===== config.mk =====
export PLATFORM = sky130hd
export DESIGN_NAME = program_loader_flat
export DESIGN_NICKNAME = d
export VERILOG_FILES = /design/src/rtl/loader_pkg.sv /design/src/rtl/program_loader_if.sv /design/src/rtl/program_loader_byte_packer.sv /design/src/rtl/program_loader.sv /design/src/flat_wrapper.sv
export SDC_FILE = /design/constraint.sdc
export NUM_CORES = 1
export LEC_CHECK = 0
export ABC_AREA = 1
export ABC_CLOCK_PERIOD_IN_PS = 4100
export BUFFER_PORTS_ARGS = -buffer_cell sky130_fd_sc_hd__buf_2
export CAP_MARGIN = 40
export CORE_ASPECT_RATIO = 1.5
export CORE_MARGIN = 4
export CORE_UTILIZATION = 45
export DETAILED_ROUTE_END_ITERATION = 7
export PLACE_DENSITY_LB_ADDON = 0.05
export SYNTH_ARGS = -nofsm -noshare
export SYNTH_HDL_FRONTEND = slang
export SYNTH_SLANG_ARGS = --single-unit

===== constraint.sdc =====
create_clock -name clk -period 4.1 [get_ports clk]
set_input_delay 0.82 -clock clk [delete_from_list [all_inputs] [get_ports clk]]
set_output_delay 0.82 -clock clk [all_outputs]
set_load 0.03 [all_outputs]

===== src/rtl/loader_pkg.sv =====
// Shared types and constants for the boot-time program loader.
// Holds the FSM state encoding, header width and word geometry used by the
// loader top, its byte packer and its interface.
package loader_pkg;

    localparam int HDR_W          = 16;
    localparam int BYTES_PER_WORD = 4;
    localparam int WORD_W         = 8 * BYTES_PER_WORD;

    typedef enum logic [2:0] {
        IDLE   = 3'd0,
        LEN_HI = 3'd1,
        LEN_LO = 3'd2,
        DATA   = 3'd3,
        DONE   = 3'd4,
        ERROR  = 3'd5
    } state_e;

endpackage


===== src/rtl/program_loader_if.sv =====
// Bundle of the loader's start/byte-stream inputs and its instruction-memory
// and status outputs. The master modport is the stream source / system side;
// the slave modport is the loader itself.
interface program_loader_if;
    import loader_pkg::*;

    logic                 start;
    logic                 byte_valid;
    logic [7:0]           byte_data;
    logic                 byte_ready;
    logic                 im_we;
    logic [31:0]          im_addr;
    logic [WORD_W-1:0]    im_wdata;
    logic                 cpu_run;
    logic                 busy;
    logic                 done;
    logic                 error;
    logic [HDR_W-1:0]     words_loaded;

    modport master (
        output start, byte_valid, byte_data,
        input  byte_ready, im_we, im_addr, im_wdata,
        input  cpu_run, busy, done, error, words_loaded
    );

    modport slave (
        input  start, byte_valid, byte_data,
        output byte_ready, im_we, im_addr, im_wdata,
        output cpu_run, busy, done, error, words_loaded
    );

endinterface


===== src/rtl/program_loader_byte_packer.sv =====
// Assembles big-endian instruction words from accepted bytes (MSB first).
// Latency: o_word_vld is combinational with the 4th accepted byte.
// Backpressure: none of its own; i_en is the accepted-byte strobe from the FSM.
// Ports: clk/rst_n, i_clr (sync clear), i_en, i_byte -> o_word_vld, o_word.
module byte_packer
    import loader_pkg::*;
(
    input  logic              clk,
    input  logic              rst_n,
    input  logic              i_clr,
    input  logic              i_en,
    input  logic [7:0]        i_byte,
    output logic              o_word_vld,
    output logic [WORD_W-1:0] o_word
);

    localparam int SHIFT_W = WORD_W - 8;

    logic [SHIFT_W-1:0] r_shift;
    logic [1:0]         r_idx;

    // The final byte completes the word on the same cycle it is accepted,
    // so the top can register the write with a single cycle of latency.
    assign o_word     = {r_shift, i_byte};
    assign o_word_vld = i_en && (r_idx == 2'(BYTES_PER_WORD - 1));

    always_ff @(posedge clk or negedge rst_n) begin
        if (!rst_n) begin
            r_shift <= '0;
            r_idx   <= '0;
        end else if (i_clr) begin
            r_shift <= '0;
            r_idx   <= '0;
        end else if (i_en) begin
            r_shift <= {r_shift[SHIFT_W-9:0], i_byte};
            r_idx   <= r_idx + 2'd1;
        end
    end

endmodule


===== src/rtl/program_loader.sv =====
// Boot loader: parses a 16-bit word-count header then writes big-endian words
// to instruction memory from address 0, releasing cpu_run once complete.
// Latency: im_we one cycle after the 4th byte of a word is accepted.
// Backpressure: byte_ready low outside the header/data phases and once all
// words of the image have been accepted.
// Ports: clk, rst_n, bus (program_loader_if.slave).
module program_loader
    import loader_pkg::*;
#(
    parameter int unsigned DEPTH   = 66,
    parameter int unsigned TIMEOUT = 1024
) (
    input  logic              clk,
    input  logic              rst_n,
    program_loader_if.slave   bus
);

    localparam logic [2:0] ST_IDLE   = IDLE;
    localparam logic [2:0] ST_LEN_HI = LEN_HI;
    localparam logic [2:0] ST_LEN_LO = LEN_LO;
    localparam logic [2:0] ST_DATA   = DATA;
    localparam logic [2:0] ST_DONE   = DONE;
    localparam logic [2:0] ST_ERROR  = ERROR;

    logic [2:0]        r_state;
    logic [HDR_W-1:0]  r_len;
    logic [HDR_W-1:0]  r_word_idx;
    logic [31:0]       r_idle;
    logic              r_im_we;
    logic [31:0]       r_im_addr;
    logic [WORD_W-1:0] r_im_wdata;

    logic              w_byte_ready;
    logic              w_xfer;
    logic              w_restart;
    logic              w_data_xfer;
    logic              w_timeout;
    logic              w_word_vld;
    logic [WORD_W-1:0] w_word;
    logic [HDR_W-1:0]  w_len_full;

    // In DATA, once every word has been taken (word_idx==len) no more bytes
    // are accepted; this covers the final write cycle before DONE.
    assign w_byte_ready = (r_state == ST_LEN_HI) || (r_state == ST_LEN_LO) ||
                          ((r_state == ST_DATA) && (r_word_idx != r_len));
    assign w_xfer       = bus.byte_valid && w_byte_ready;
    assign w_restart    = bus.start && ((r_state == ST_IDLE) ||
                          (r_state == ST_DONE) || (r_state == ST_ERROR));
    assign w_data_xfer  = w_xfer && (r_state == ST_DATA);
    assign w_len_full   = {r_len[HDR_W-1:8], bus.byte_data};
    // Fires on the idle cycle that would bring the counter to TIMEOUT.
    assign w_timeout    = (TIMEOUT != 32'd0) && (r_idle == (TIMEOUT - 32'd1));

    byte_packer u_packer (
        .clk        (clk),
        .rst_n      (rst_n),
        .i_clr      (w_restart),
        .i_en       (w_data_xfer),
        .i_byte     (bus.byte_data),
        .o_word_vld (w_word_vld),
        .o_word     (w_word)
    );

    always_ff @(posedge clk or negedge rst_n) begin
        if (!rst_n) begin
            r_state    <= ST_IDLE;
            r_len      <= '0;
            r_word_idx <= '0;
            r_idle     <= '0;
            r_im_we    <= 1'b0;
            r_im_addr  <= '0;
            r_im_wdata <= '0;
        end else begin
            r_im_we <= 1'b0;
            case (r_state)
                ST_IDLE, ST_DONE, ST_ERROR: begin
                    if (bus.start) begin
                        r_state    <= ST_LEN_HI;
                        r_len      <= '0;
                        r_word_idx <= '0;
                        r_idle     <= '0;
                    end
                end
                ST_LEN_HI: begin
                    if (w_xfer) begin
                        r_len[HDR_W-1:8] <= bus.byte_data;
                        r_idle           <= '0;
                        r_state          <= ST_LEN_LO;
                    end else if (w_timeout) begin
                        r_state <= ST_ERROR;
                    end else begin
                        r_idle <= r_idle + 32'd1;
                    end
                end
                ST_LEN_LO: begin
                    if (w_xfer) begin
                        r_len  <= w_len_full;
                        r_idle <= '0;
                        if (w_len_full == '0)
                            r_state <= ST_DONE;
                        else if (32'(w_len_full) > DEPTH)
                            r_state <= ST_ERROR;
                        else
                            r_state <= ST_DATA;
                    end else if (w_timeout) begin
                        r_state <= ST_ERROR;
                    end else begin
                        r_idle <= r_idle + 32'd1;
                    end
                end
                ST_DATA: begin
                    if (r_word_idx == r_len) begin
                        r_state <= ST_DONE;
                    end else if (w_xfer) begin
                        // A completing byte beats a simultaneous timeout.
                        r_idle <= '0;
                        if (w_word_vld) begin
                            r_im_we    <= 1'b1;
                            r_im_addr  <= {{(32-HDR_W-2){1'b0}}, r_word_idx, 2'b00};
                            r_im_wdata <= w_word;
                            r_word_idx <= r_word_idx + 1'b1;
                        end
                    end else if (w_timeout) begin
                        r_state <= ST_ERROR;
                    end else begin
                        r_idle <= r_idle + 32'd1;
                    end
                end
                default: r_state <= ST_IDLE;
            endcase
        end
    end

    assign bus.byte_ready   = w_byte_ready;
    assign bus.im_we        = r_im_we;
    assign bus.im_addr      = r_im_addr;
    assign bus.im_wdata     = r_im_wdata;
    assign bus.cpu_run      = (r_state == ST_DONE);
    assign bus.busy         = (r_state == ST_LEN_HI) || (r_state == ST_LEN_LO) ||
                              (r_state == ST_DATA);
    assign bus.done         = (r_state == ST_DONE);
    assign bus.error        = (r_state == ST_ERROR);
    assign bus.words_loaded = r_word_idx;

endmodule


===== src/flat_wrapper.sv =====
// flat-port wrapper written by rule: the top's interface ports become plain ports
module program_loader_flat import loader_pkg::*;
#(
    parameter int unsigned DEPTH   = 66,
    parameter int unsigned TIMEOUT = 1024
)
  (clk, rst_n, bus_start, bus_byte_valid, bus_byte_data, bus_byte_ready, bus_im_we, bus_im_addr, bus_im_wdata, bus_cpu_run, bus_busy, bus_done, bus_error, bus_words_loaded);
  program_loader_if bus_i ();
  input  logic clk;
  input  logic rst_n;
  input wire logic [$bits(bus_i.start)-1:0] bus_start;
  input wire logic [$bits(bus_i.byte_valid)-1:0] bus_byte_valid;
  input wire logic [$bits(bus_i.byte_data)-1:0] bus_byte_data;
  output wire logic [$bits(bus_i.byte_ready)-1:0] bus_byte_ready;
  output wire logic [$bits(bus_i.im_we)-1:0] bus_im_we;
  output wire logic [$bits(bus_i.im_addr)-1:0] bus_im_addr;
  output wire logic [$bits(bus_i.im_wdata)-1:0] bus_im_wdata;
  output wire logic [$bits(bus_i.cpu_run)-1:0] bus_cpu_run;
  output wire logic [$bits(bus_i.busy)-1:0] bus_busy;
  output wire logic [$bits(bus_i.done)-1:0] bus_done;
  output wire logic [$bits(bus_i.error)-1:0] bus_error;
  output wire logic [$bits(bus_i.words_loaded)-1:0] bus_words_loaded;
  assign bus_i.start = bus_start;
  assign bus_i.byte_valid = bus_byte_valid;
  assign bus_i.byte_data = bus_byte_data;
  assign bus_byte_ready = bus_i.byte_ready;
  assign bus_im_we = bus_i.im_we;
  assign bus_im_addr = bus_i.im_addr;
  assign bus_im_wdata = bus_i.im_wdata;
  assign bus_cpu_run = bus_i.cpu_run;
  assign bus_busy = bus_i.busy;
  assign bus_done = bus_i.done;
  assign bus_error = bus_i.error;
  assign bus_words_loaded = bus_i.words_loaded;
  program_loader #(.DEPTH(DEPTH), .TIMEOUT(TIMEOUT)) u_core (.clk(clk), .rst_n(rst_n), .bus(bus_i));
endmodule

==> insert_results.sql <==
INSERT INTO impl_metrics (metric_group, metric, value, unit) VALUES
('pwr', 'seq_power_share', '37.6', '%'),
('global_route', 'grt_pass1_wl', '33300', 'µm'),
('logic_synthesis', 'syn-mean-instance-area', '7.71', 'µm²'),
('setup_path', 'critPathLaunchType', 'flip-flop', ''),
('die', 'die_y', '168', 'µm'),
('setup_path', 'crit_top_cell', 'nand2_1', ''),
('setup_path', 'timing.critical_path.fanout_max', '8', ''),
('status', 'run_status', 'complete, no violations', ''),
('die', 'floorplan.io_pins', '98', ''),
('timing', 'setup_tns', '0', 'ps'),
('clock_tree', 'post_cts.repair.setup_buffers', '0', ''),
('timing', 'final.min_clock_period', '2810', 'ps'),
('pwr', 'p_sw', '1.63', 'mW'),
('clock_tree', 'postCtsResizedCells', '0', ''),
('die', 'fp.dieW', '115', 'µm'),
('clock_tree', 'clk-insertion-delay-late', '430', 'ps'),
('hold_path', 'hold_class', 'in -> async', ''),
('layout', 'multi_input_gate_area_in_the_final_layout', '3330', 'µm²'),
('setup_path', 'timing.critical_path.cells', 'inv_2, nand2_1, nand2_1, nor2_1, nand2_1, nor2_2, nand2_2, nand2_4, nand2_4, buf_2', ''),
('die', 'floorplan.core_area', '16800', 'µm²'),
('logic_synthesis', 'synthesis.yosys.warnings', '0', ''),
('logic_synthesis', 'cell_with_the_most_instances_after_synthesis', 'nand2_1', ''),
('layout', 'antenna-diode-count', '0', ''),
('placed_design', 'io_buffer_count', '81', ''),
('layout', 'final_cell_count_no_fill', '1288', ''),
('placed_design', 'gpl.final_weighted_congestion', '0.926', ''),
('layout', 'area.growth.synth_to_final', '12.7', '%'),
('logic_synthesis', 'seq_area_frac_synth', '46.2', '%'),
('pwr', 'max-vdd-ir-drop', '0.261', 'mV'),
('route', 'wirelength', '20100', 'µm'),
('timing', 'grt_setup_unrepaired', 'no', ''),
('logic_synthesis', 'post-synth-top-area-cell', 'dfrtp_1', ''),
('die', 'number_of_placement_rows', '58', ''),
('global_route', 'gr-total-overflow', '0', ''),
('pwr', 'power_report.internal_total', '2.58', 'mW'),
('logic_synthesis', 'synth-edff-count', '0', ''),
('setup_path', 'critPathCaptureType', 'primary output', ''),
('setup_path', 'critical_path_class', 'reg -> out', ''),
('route', 'via_count', '6404', ''),
('logic_synthesis', 'synth_cell_type_count', '33', ''),
('global_route', 'grt_antenna_before_repair', '1', ''),
('route', 'drtIter0Drc', '407', ''),
('timing', 'hold_viol_final', '0', ''),
('logic_synthesis', 'synthArstFlopShare', '100', '%'),
('pwr', 'comb_pwr_share', '27.5', '%'),
('clock_tree', 'cts.hold.buffers_added', '0', ''),
('route', 'drtAntennaViolNets', '0', ''),
('clock_tree', 'htree_num_levels', '4', ''),
('timing', 'final.setup.worst_slack', '1290', 'ps'),
('setup_path', 'critical-path-top-delay-family', 'simple AND/OR/NAND/NOR gates', ''),
('clock_tree', 'number_of_clock_buffers_inserted_by_tritoncts', '17', ''),
('logic_synthesis', 'commonest_cells_in_the_netlist', '286 x nand2_1, 142 x dfrtp_1, 118 x inv_1', ''),
('route', 'detail_route.first_pass.iterations', '5', ''),
('route', 'drc', '0', ''),
('pwr', 'totalPowerFinal', '4.21', 'mW'),
('clock_tree', 'clock_tree_from_tritoncts', 'built', ''),
('pwr', 'power_density', '486', 'nW/µm²'),
('timing', 'slew_headroom', '48.1', '%'),
('route', 'drt-vias-per-instance', '4.97', ''),
('placed_design', 'numPlacedInstances', '1256', ''),
('timing', 'skew', '16.6', 'ps'),
('layout', 'sequential_cell_area', '3550', 'µm²'),
('logic_synthesis', 'post_synth_inst_count', '998', ''),
('die', 'initial_utilization', '45.9', '%'),
('placed_design', 'preCtsSetupSlack', '1370', 'ps'),
('global_route', 'first_global_vias', '6451', ''),
('clock_tree', 'clkSlewWorstSetupHoldPaths', '60', 'ps'),
('global_route', 'grt_max_degree', '84', ''),
('logic_synthesis', 'synth.top_cells.by_area', 'dfrtp_1 46%, nand2_1 14%, nand3_1 6.1%', ''),
('pwr', 'p_clk_share', '34.9', '%'),
('layout', 'nets', '1080', '');
## stage by stage
stage          instance area, µm²  util, %
2_1_floorplan                7750        -
3_3_place_gp                 8100     48.3
3_5_place_dp                 8110     48.4
4_1_cts                      8670     51.7
5_1_grt                      8670     51.7
6_report                     8670     51.7
## routing by layer
| layer | share of wire [%] | vias up | GRT usage (%) | wire length, µm |
|---|---|---|---|---|
| met5 | 0.035 | - | 0 | 7 |
| met4 | 3.5 | 2 | 9.65 | 703 |
| met3 | 3.8 | 49 | 4.46 | 765 |
| met2 | 52 | 129 | 38.4 | 10400 |
| met1 | 41 | 2952 | 26.0 | 8220 |
| li1 | - | 3272 | - | - |
## power groups by stage
stage | combinational (mW) | sequential (mW) | clock (mW)
after detailed placement | 1.17 | 1.61 | 0
after global routing | 1.30 | 1.60 | 1.57
after floorplan | 0.957 | 1.59 | 0
after CTS | 1.17 | 1.58 | 1.50
after global placement | 1.17 | 1.61 | 0
final | 1.16 | 1.58 | 1.47
## state kept, by name (all words and copies together) (netlist names)
register                 cells
u_core.r_idle               32
u_core.u_packer.r_idx        2
u_core.bus.im_wdata         32
u_core.u_packer.r_shift     24
u_core.r_len                16
u_core.bus.im_we             1
u_core.bus.words_loaded     16
u_core.bus.im_addr          16
u_core.r_state               3
## area by class of cell
| class | instances | share of cell area (%) |
|---|---|---|
| sequential | 142 | 41.0 |
| multi-input combinational | 686 | 38.5 |
| inverter | 131 | 5.67 |
| clock inverter | 14 | 1.47 |
| timing repair buffer | 87 | 5.41 |
| tap | 210 | 3.03 |
| clock buffer | 18 | 4.95 |
## cells by family after synthesis
kind of cell	count (synthesis)	share of synthesized area [%]
compound gates	126	9.66
simple gates	509	28.8
buf+inv	185	11.2
xor+xnor	31	3.53
flops	142	46.2
other cells	1	0.0488
fa+ha+maj	3	0.488
mux	1	0.130
## final timing paths
path | slack (ps) | endpoint | depth (start not counted) | start
setup / recovery | 1290 | bus_byte_ready | 10 | u_core.bus.words_loaded[5]
hold / removal | 420 | u_core.r_idle[2] | 1 | rst_n
setup reg to reg | 1380 | u_core.bus.words_loaded[15] | 14 | u_core.bus.words_loaded[5]
hold reg to reg | 470 | u_core.bus.im_wdata[26] | 2 | u_core.u_packer.r_shift[18]
max in group asynchronous | 2900 | u_core.bus.im_addr[9] | 2 | rst_n
min in group clk | 470 | u_core.bus.im_wdata[26] | 2 | u_core.u_packer.r_shift[18]
## layout by cell type, fill, tap and decap left out, types with 21 or more instances in the layout
cell type	instances
nor3_1	25
o21ai_2	23
o21ai_1	21
o21ai_0	59
inv_1	118
dfrtp_1	142
nor2_1	70
nand3_1	94
xor2_1	23
buf_2	80
nand2_1	286
(Power assumes the default switching activity.)
